$ cat config.mk
export PLATFORM = sky130hd
export DESIGN_NAME = meta_stream_serializer
export DESIGN_NICKNAME = d
export VERILOG_FILES = /design/src/rtl/meta_pkg.sv /design/src/rtl/meta_stream_serializer.sv
export SDC_FILE = /design/constraint.sdc
export NUM_CORES = 1
export LEC_CHECK = 0
export ABC_AREA = 1
export BUFFER_PORTS_ARGS = -buffer_cell sky130_fd_sc_hd__buf_2
export CAP_MARGIN = 5
export CORE_MARGIN = 2
export CORE_UTILIZATION = 55
export DETAILED_ROUTE_END_ITERATION = 7
export PLACE_DENSITY = 0.81
export SYNTH_ARGS = -nofsm -noshare
export SYNTH_HDL_FRONTEND = slang
export SYNTH_SLANG_ARGS = --single-unit
$ cat constraint.sdc
create_clock -name clk -period 3.77 [get_ports clk]
set_input_delay 0.5655 -clock clk [delete_from_list [all_inputs] [get_ports clk]]
set_output_delay 0.5655 -clock clk [all_outputs]
set_load 0.02 [all_outputs]
$ cat src/rtl/meta_pkg.sv
// meta_pkg: shared types and constants for meta_stream_serializer.
package meta_pkg;
  typedef enum logic [1:0] {IDLE, SER, HDR} state_t;
  localparam logic [7:0] HDR_MAGIC = 8'hA5;
  localparam int CNT_W = 16;
  function automatic int ratio(int dw, int ow);
    return dw / ow;
  endfunction
endpackage

$ cat src/rtl/meta_stream_serializer.sv
// meta_stream_serializer: DW-bit words to OW-bit beats, WORDS_PER_PKT words per tlast packet.
// Optional META_SEQ_HDR_EN prefixes each packet with a magic/length/sequence header beat.
module meta_stream_serializer
  import meta_pkg::*;
#(
  parameter int DW = 128,
  parameter int OW = 32,
  parameter int WORDS_PER_PKT = 4
) (
  input  logic             clk,
  input  logic             resetn,
  input  logic [DW-1:0]    axis_in_tdata,
  input  logic             axis_in_tvalid,
  output logic             axis_in_tready,
  output logic [OW-1:0]    axis_out_tdata,
  output logic             axis_out_tvalid,
  input  logic             axis_out_tready,
  output logic             axis_out_tlast,
  output logic [CNT_W-1:0] pkt_count
);
  localparam int RATIO = ratio(DW, OW);
  localparam int SW = RATIO > 1 ? $clog2(RATIO) : 1;
  localparam int WW = WORDS_PER_PKT > 1 ? $clog2(WORDS_PER_PKT) : 1;
  state_t state;
  logic [DW-1:0] hold;
  logic [SW-1:0] slice_cnt;
  logic [WW-1:0] word_cnt;
  logic out_xfer, in_xfer, last_slice, last_word;
  logic [WW-1:0] word_nxt;
  assign out_xfer = axis_out_tvalid & axis_out_tready;
  assign last_slice = (state == SER) && (slice_cnt == SW'(RATIO - 1));
  assign last_word = word_cnt == WW'(WORDS_PER_PKT - 1);
  assign word_nxt = last_word ? '0 : word_cnt + 1'b1;
  // Final-slice acceptance reopens the input so a waiting word loads with no bubble.
  assign axis_in_tready = resetn & ((state == IDLE) | (out_xfer & last_slice));
  assign in_xfer = axis_in_tvalid & axis_in_tready;
  assign axis_out_tvalid = state != IDLE;
  assign axis_out_tlast = last_slice & last_word;
`ifdef META_SEQ_HDR_EN
  logic start_hdr;
  assign start_hdr = ((state == IDLE) ? word_cnt : word_nxt) == '0;
  assign axis_out_tdata = (state == SER) ? hold[int'(slice_cnt)*OW +: OW] :
                          (state == HDR) ? OW'({HDR_MAGIC, 8'(WORDS_PER_PKT), pkt_count}) : '0;
`else
  assign axis_out_tdata = (state == SER) ? hold[int'(slice_cnt)*OW +: OW] : '0;
`endif
  always_ff @(posedge clk or negedge resetn) begin
    if (!resetn) begin
      state <= IDLE;
      hold <= '0;
      slice_cnt <= '0;
      word_cnt <= '0;
      pkt_count <= '0;
    end else begin
      if (in_xfer) hold <= axis_in_tdata;
      if (out_xfer && state == SER) begin
        slice_cnt <= last_slice ? '0 : slice_cnt + 1'b1;
        if (last_slice) word_cnt <= word_nxt;
        if (axis_out_tlast) pkt_count <= pkt_count + 1'b1;
      end
`ifdef META_SEQ_HDR_EN
      if (in_xfer) state <= start_hdr ? HDR : SER;
      else if (out_xfer && state == HDR) state <= SER;
      else if (out_xfer && last_slice) state <= IDLE;
`else
      if (in_xfer) state <= SER;
      else if (out_xfer && last_slice) state <= IDLE;
`endif
    end
  end
endmodule
==> results.toml, run 1 <==
[global_route]
grt_overflow = 0
grt_max_degree = 90
antenna_found_initial = 3
grt_pass1_wl_um = 31900
grt_pass1_vias = 6616
grt_usage_pct = 28.9

[status]
status = "completed"

[sta]
setup_slack_ns = 0.640
fmax_mhz = 320
min_period_ns = 3.13
fin_tns_setup_ns = 0
period_share_pct = 83.0
hold_violations = 0
slew_headroom_pct = 21.2
setup-violations-final = 0
worst_pin_slew_ns = 1.18
fin_skew_ns = 0.00517
slew_viol_final = 0
rsz0062_at_grt = "false"

[floorplanning]
start_util_pct = 56.4
core-area_sq_mm = 0.0127
io-pin-count = 183
die_y_um = 118
die-area_sq_mm = 0.0139
fp-row-count = 41
die_w_um = 118

[critical_path]
path_common_cell = "buf_4"
slowest_stage = "dfrtp_2"
crit_chain = "buf_4, clkinv_1, buf_4, o21ai_0, a21oi_1, buf_2"
cp-end-kind = "output port"
critical_path.max_stage_delay_ns = 0.56
cp_max_fo = 41
start_kind = "register"
path_class = "reg2out"
worstPathBufferInverterCount = 4
worstPathArrival_ns = 2.56
crit_family = "buffers and inverters"
worstPathRequired_ns = 3.20

[logic_synthesis]
ys_ff_latch = 149
yosysWarnings = 0
synthDistinctLibCells = 24
syn_inst = 924
syn_nets = 1059
synth_area_per_cell_sq_um = 7.73
yosysSeqAreaShare_pct = 52.2
synth_area_sq_mm = 0.00714

[pwr]
p_leak_nw = 4.72
power_frac_comb_pct = 39.5
power_density_mw_per_mm2 = 877
p_int_mw = 4.54
switching_share_pct = 40.6
seq_power_share_pct = 36.4
ir_worst_vdd_uv = 534
clockPowerShare_pct = 24.1
switchingPower_mw = 3.11

[detailed_routing]
vias = 6799
wl_met2_um = 9580
drt_iter0_markers = 614
wl_um = 19600
drc = 0
wl_per_cell_um = 15.6
drt-pass1-iter-count = 5
top_layer = "met5"
antenna_left = 0
met3_length_um = 1390
viasPerCell = 5.40
wl_met1_um = 8120

[flow_run]
cap_violations = 0

[clock_tree]
cts.htree.levels = 4
cts_resized = 0
cts_hold_buf = 1
cts_buffer_depth = 2
post_cts_buffers = 0
cts_sinks = 149
path_clk_slew_ns = 0.06
clockRootBuffer = "clkbuf_16"
cts_buffers = 17
clock_latency_ns = 0.42
cts_tree = "yes"

[placement]
place_congestion = 0.828
pre_cts_ws_ns = 1.11
hpwl_um = 13200
portBuffers = 182
placed_cell_area_sq_mm = 0.00806

[worst_hold_path]
min_path_type = "in2reg"

[cells_and_area]
postLayoutCellArea_sq_mm = 0.00873
layout.nets = 1208
drive_gt1_share_pct = 21.6
areaGrowthSynthToFinish_pct = 22.2
## Yosys cell counts, drive strengths merged
| library cell | instances | area, sq um |
|---|---|---|
| clkbuf | 32 | 120 |
| a21boi | 1 | 18.8 |
| a21o | 1 | 7.51 |
| xor2 | 8 | 70.1 |
| mux2 | 1 | 11.3 |
| nand4 | 4 | 25.0 |
| inv | 18 | 67.6 |
| ha | 3 | 37.5 |
| dfrtp | 149 | 3730 |
| nor3 | 3 | 15.0 |
| a21oi | 33 | 165 |
| o21ai | 65 | 325 |
| nand2 | 289 | 1090 |
| xnor2 | 3 | 26.3 |
| buf | 34 | 204 |
| nor2 | 143 | 542 |
| nand3 | 136 | 681 |
| nand3b | 1 | 7.51 |
## tightest hold or removal path: cells and delay by family
family	cells	cell delay (ns)
simple gates	2	0.12
buf+inv	1	0.07
## sequential cells by signal (all words and copies together), names as in the netlist
name       count
hold         128
pkt_count     16
slice_cnt      2
word_cnt       2
state          1
## final timing paths
check,from,to,slack [ns],cells past startpoint
max in group asynchronous,resetn,hold[92],1.33,4
worst max-delay path,slice_cnt[0],axis_out_tdata[16],0.64,6
worst min-delay path,axis_in_tdata[18],hold[18],0.37,3
worst max register to register,slice_cnt[1],hold[4],1.05,7
min in group asynchronous,resetn,hold[67],0.57,2
worst min register to register,hold[113],hold[113],0.47,2
## stage by stage
stage	total power [mW]	utilization (%)	std cells	hold slack (ns)
final	7.65	68.9	1259	0.374
after global routing	8.18	68.9	1259	0.378
after CTS	7.67	68.8	1258	0.366
after detailed placement	5.78	63.6	1225	0.438
after global placement	5.69	63.6	1225	0.437
after floorplan	4.82	-	924	0.270
## logic make-up (layout without fill, tap and decap cells)
logic type / after synthesis / count (layout) / share of synthesized area [%]
AND/OR/NAND/NOR: 576 / 576 / 33.0
flip-flops: 149 / 149 / 52.2
AO/OA/AOI/OAI: 100 / 100 / 7.24
buffers and inverters: 84 / 246 / 5.48
XOR/XNOR: 11 / 11 / 1.35
adder cells (fa/ha/maj): 3 / 3 / 0.526
multiplexers: 1 / 1 / 0.158
other: 0 / 1 / 0
## layer usage
metal	vias to the layer above	track usage, %
met5	-	0
li1	3272	-
met1	3197	36.9
met4	2	10.8
met3	38	6.98
met2	290	47.8
## power by group through the flow
stage	Clock, mW	Sequential (mW)	Combinational (mW)
floorplan	0	2.66	2.16
global placement	0	2.76	2.93
detailed placement	0	2.79	2.99
CTS	1.86	2.78	3.03
global route	1.94	2.87	3.37
finish	1.85	2.78	3.02
## layout make-up
| cell class | instances | area, sq um |
|---|---|---|
| fillers | 1075 | 3950 |
| flip-flops and latches | 149 | 3730 |
| clock buffers | 24 | 512 |
| clock inverters | 8 | 143 |
| repair buffers | 196 | 1030 |
| multi-input cells | 691 | 3030 |
| well taps | 172 | 215 |
| diodes | 1 | 2.50 |
| inverters | 18 | 67.6 |
## cell usage in the layout (no fill, tap or decap), types with 6 or more instances in the layout
master / n
nor2_1: 141
clkbuf_8: 6
nand3_1: 136
xor2_1: 8
a21oi_1: 33
dfrtp_1: 148
buf_4: 14
o21ai_0: 65
clkbuf_16: 17
buf_2: 180
inv_1: 16
nand2_1: 286
No activity file was read; power rests on OpenSTA's default activity.
==> run 2: changes to the inputs <==
--- a/config.mk
+++ b/config.mk
@@ -5,13 +5,13 @@
 export SDC_FILE = /design/constraint.sdc
 export NUM_CORES = 1
 export LEC_CHECK = 0
-export ABC_AREA = 1
+export ABC_AREA = 0
 export BUFFER_PORTS_ARGS = -buffer_cell sky130_fd_sc_hd__buf_2
 export CAP_MARGIN = 5
 export CORE_MARGIN = 2
-export CORE_UTILIZATION = 55
+export CORE_UTILIZATION = 48
 export DETAILED_ROUTE_END_ITERATION = 7
-export PLACE_DENSITY = 0.81
+export PLACE_DENSITY = 0.75
 export SYNTH_ARGS = -nofsm -noshare
 export SYNTH_HDL_FRONTEND = slang
 export SYNTH_SLANG_ARGS = --single-unit
==> constraint.sdc (replaced) <==
create_clock -name clk -period 2.77 [get_ports clk]
set_input_delay 0.4155 -clock clk [delete_from_list [all_inputs] [get_ports clk]]
set_output_delay 0.4155 -clock clk [all_outputs]
set_load 0.02 [all_outputs]
==> run 2 against run 1 <==
Net effect: clock power grew 33%; global-route usage shrank 8.8 points; synthesized cell count shrank 53%; sequential cell count is the same; worst hold slack lost 0.16 ns; cell area grew 1.3%; area after synthesis shrank 0.19%; via count shrank 38%; total power grew 40%; die area grew 14%; critical path type unchanged; largest power group unchanged.
==> results.toml, run 2 <==
[cells_and_area]
fin_cells = 814
layout.nets = 753
diodes = 0
drive_gt1_share_pct = 62.5
largest_reg_flops = 128
areaGrowthSynthToFinish_pct = 24.1
final_common_cell = "buf_2"
top_register = "hold"
mostFrequentLayoutCells = "181 x buf_2, 147 x dfrtp_1, 109 x mux2_4"
largestRegisters = "hold: 128 flops, pkt_count: 16 flops"

[floorplanning]
die-area_sq_mm = 0.0158
fp-row-count = 44
die_w_um = 126
start_util_pct = 49.0
io-pin-count = 183
die_y_um = 126
core-area_sq_mm = 0.0145

[critical_path]
cp-end-kind = "output port"
cp_max_fo = 15
worstPathBufferInverterCount = 2
worstPathRequired_ns = 2.35
path_class = "reg2out"
slowest_stage = "mux4_2"
crit_family = "multiplexers"
worstPathArrival_ns = 2.21
crit_chain = "buf_4, mux4_2, and2_1, buf_2"
critical_path.max_stage_delay_ns = 0.55
start_kind = "register"

[placement]
pre_cts_ws_ns = 0.494
place_inst = 782
hpwl_um = 10300
portBuffers = 182
place_congestion = 0.755

[logic_synthesis]
synth_area_sq_mm = 0.00713
synthArstFlopShare_pct = 100
yosysSeqAreaShare_pct = 52.3
synth-edff-count = 0
synth_top_cells_by_count = "149 x dfrtp_1, 109 x mux2_4, 33 x and2_1, 32 x mux4_2, 21 x mux2_2"
syn_inst = 430
synth.most_common_cell = "dfrtp_1"
synth_top_area_cell = "dfrtp_1"
synthDistinctLibCells = 24
yosysWarnings = 0
synth_area_per_cell_sq_um = 16.6
ys.flop_type = "dfrtp_1"
ys_ff_latch = 149
synth_area_leaders = "dfrtp_1 52%, mux2_4 23%, mux4_2 10%, mux2_2 3.3%, and2_1 2.9%"
syn_nets = 565
synth_top_area_share_pct = 52.3

[sta]
fmax_mhz = 381
slew_viol_final = 0
worst_pin_slew_ns = 0.833
whs_ns = 0.216
slew_headroom_pct = 44.5
rsz0062_at_grt = "false"
hold_violations = 0
setup-violations-final = 0
fin_tns_setup_ns = 0
min_period_ns = 2.63
setup_slack_ns = 0.144
period_share_pct = 94.8
fin_skew_ns = 0.0112

[pwr]
power_density_mw_per_mm2 = 1210
power_frac_comb_pct = 41.5
clockPowerShare_pct = 23.0
p_leak_nw = 4.50
seq_power_share_pct = 35.5
finalPower_mw = 10.7
switchingPower_mw = 3.34
ir_worst_vdd_uv = 660
p_int_mw = 7.34
switching_share_pct = 31.3

[global_route]
busiest_layer = "met2"
grt_overflow = 0
met2_usage_pct = 31.4
antenna_found_initial = 2
grt_use_met1_pct = 26.7
met3_usage_pct = 7.22
grt_max_degree = 67
grt_pass1_wl_um = 25000
grt_usage_pct = 20.0
grt_pass1_vias = 4683

[clock_tree]
cts_resized = 0
path_clk_slew_ns = 0.07
cts.htree.levels = 4
post_cts_buffers = 0
clockRootBuffer = "clkbuf_16"
cts_buffers = 17
cts_sinks = 149
cts_tree = "yes"
clock_latency_ns = 0.43
cts_buffer_depth = 2

[detailed_routing]
wl_per_cell_um = 18.6
drt-pass1-iter-count = 4
drt_iter0_markers = 249
wl_um = 15100
drc = 0
viasPerCell = 5.21
vias = 4240
antenna_left = 0

[worst_hold_path]
min_path_type = "in2reg"

[status]
status = "completed"

[flow_run]
cap_violations = 0
run 2: per-stage QoR:
| step | cell area, sq um | util, % |
|---|---|---|
| floorplan | 7130 | - |
| global placement | 8210 | 56.5 |
| detailed placement | 8210 | 56.5 |
| CTS | 8840 | 60.8 |
| global route | 8840 | 60.8 |
| finish | 8840 | 60.8 |
run 2: cell type report:
type,count,area (sq um)
Fill cell,1128,5690
Clock inverter,14,201
Tap cell,184,230
Clock buffer,17,425
Timing Repair Buffer,195,1050
Multi-Input combinational cell,255,3200
Sequential cell,149,3730
run 2: cell families (layout without fill, tap and decap cells):
family          count (synthesis)  in the layout  share of synthesized area, %
flops                         149            149                          52.3
fa+ha+maj                       3              3                         0.527
compound gates                  3              3                         0.369
buf+inv                        26            226                          2.90
xor+xnor                       15             15                          1.84
simple gates                   72             72                          5.67
mux                           162            162                          36.4
run 2: final timing paths:
path,startpoint,endpoint,slack (ns),cells after the start
worst max-delay path,slice_cnt[0],axis_out_tdata[9],0.14,4
worst min-delay path,axis_in_tdata[69],hold[69],0.22,2
worst max register to register,slice_cnt[0],hold[108],0.49,6
worst min register to register,pkt_count[15],pkt_count[15],0.47,1
max in group asynchronous,resetn,slice_cnt[0],1.14,3
min in group asynchronous,resetn,hold[79],0.43,2
run 2: routing by layer:
layer  vias up  routed length, um
met5         -                 27
met4         4                156
met1      2160               6680
li1       1929                  -
met2       129               7210
met3        18               1040
run 2: power by group through the flow:
stage,Sequential [mW],Combinational (mW),Clock (mW)
floorplan,3.57,3.55,0
global placement,3.72,4.34,0
detailed placement,3.79,4.46,0
CTS,3.79,4.49,2.51
global route,3.91,4.75,2.60
finish,3.79,4.44,2.46
run 2: timing repair:
action                                 CTS  global route
endpoints found under the hold margin   30             0
setup endpoints to repair                0             0
hold buffers                             1             0
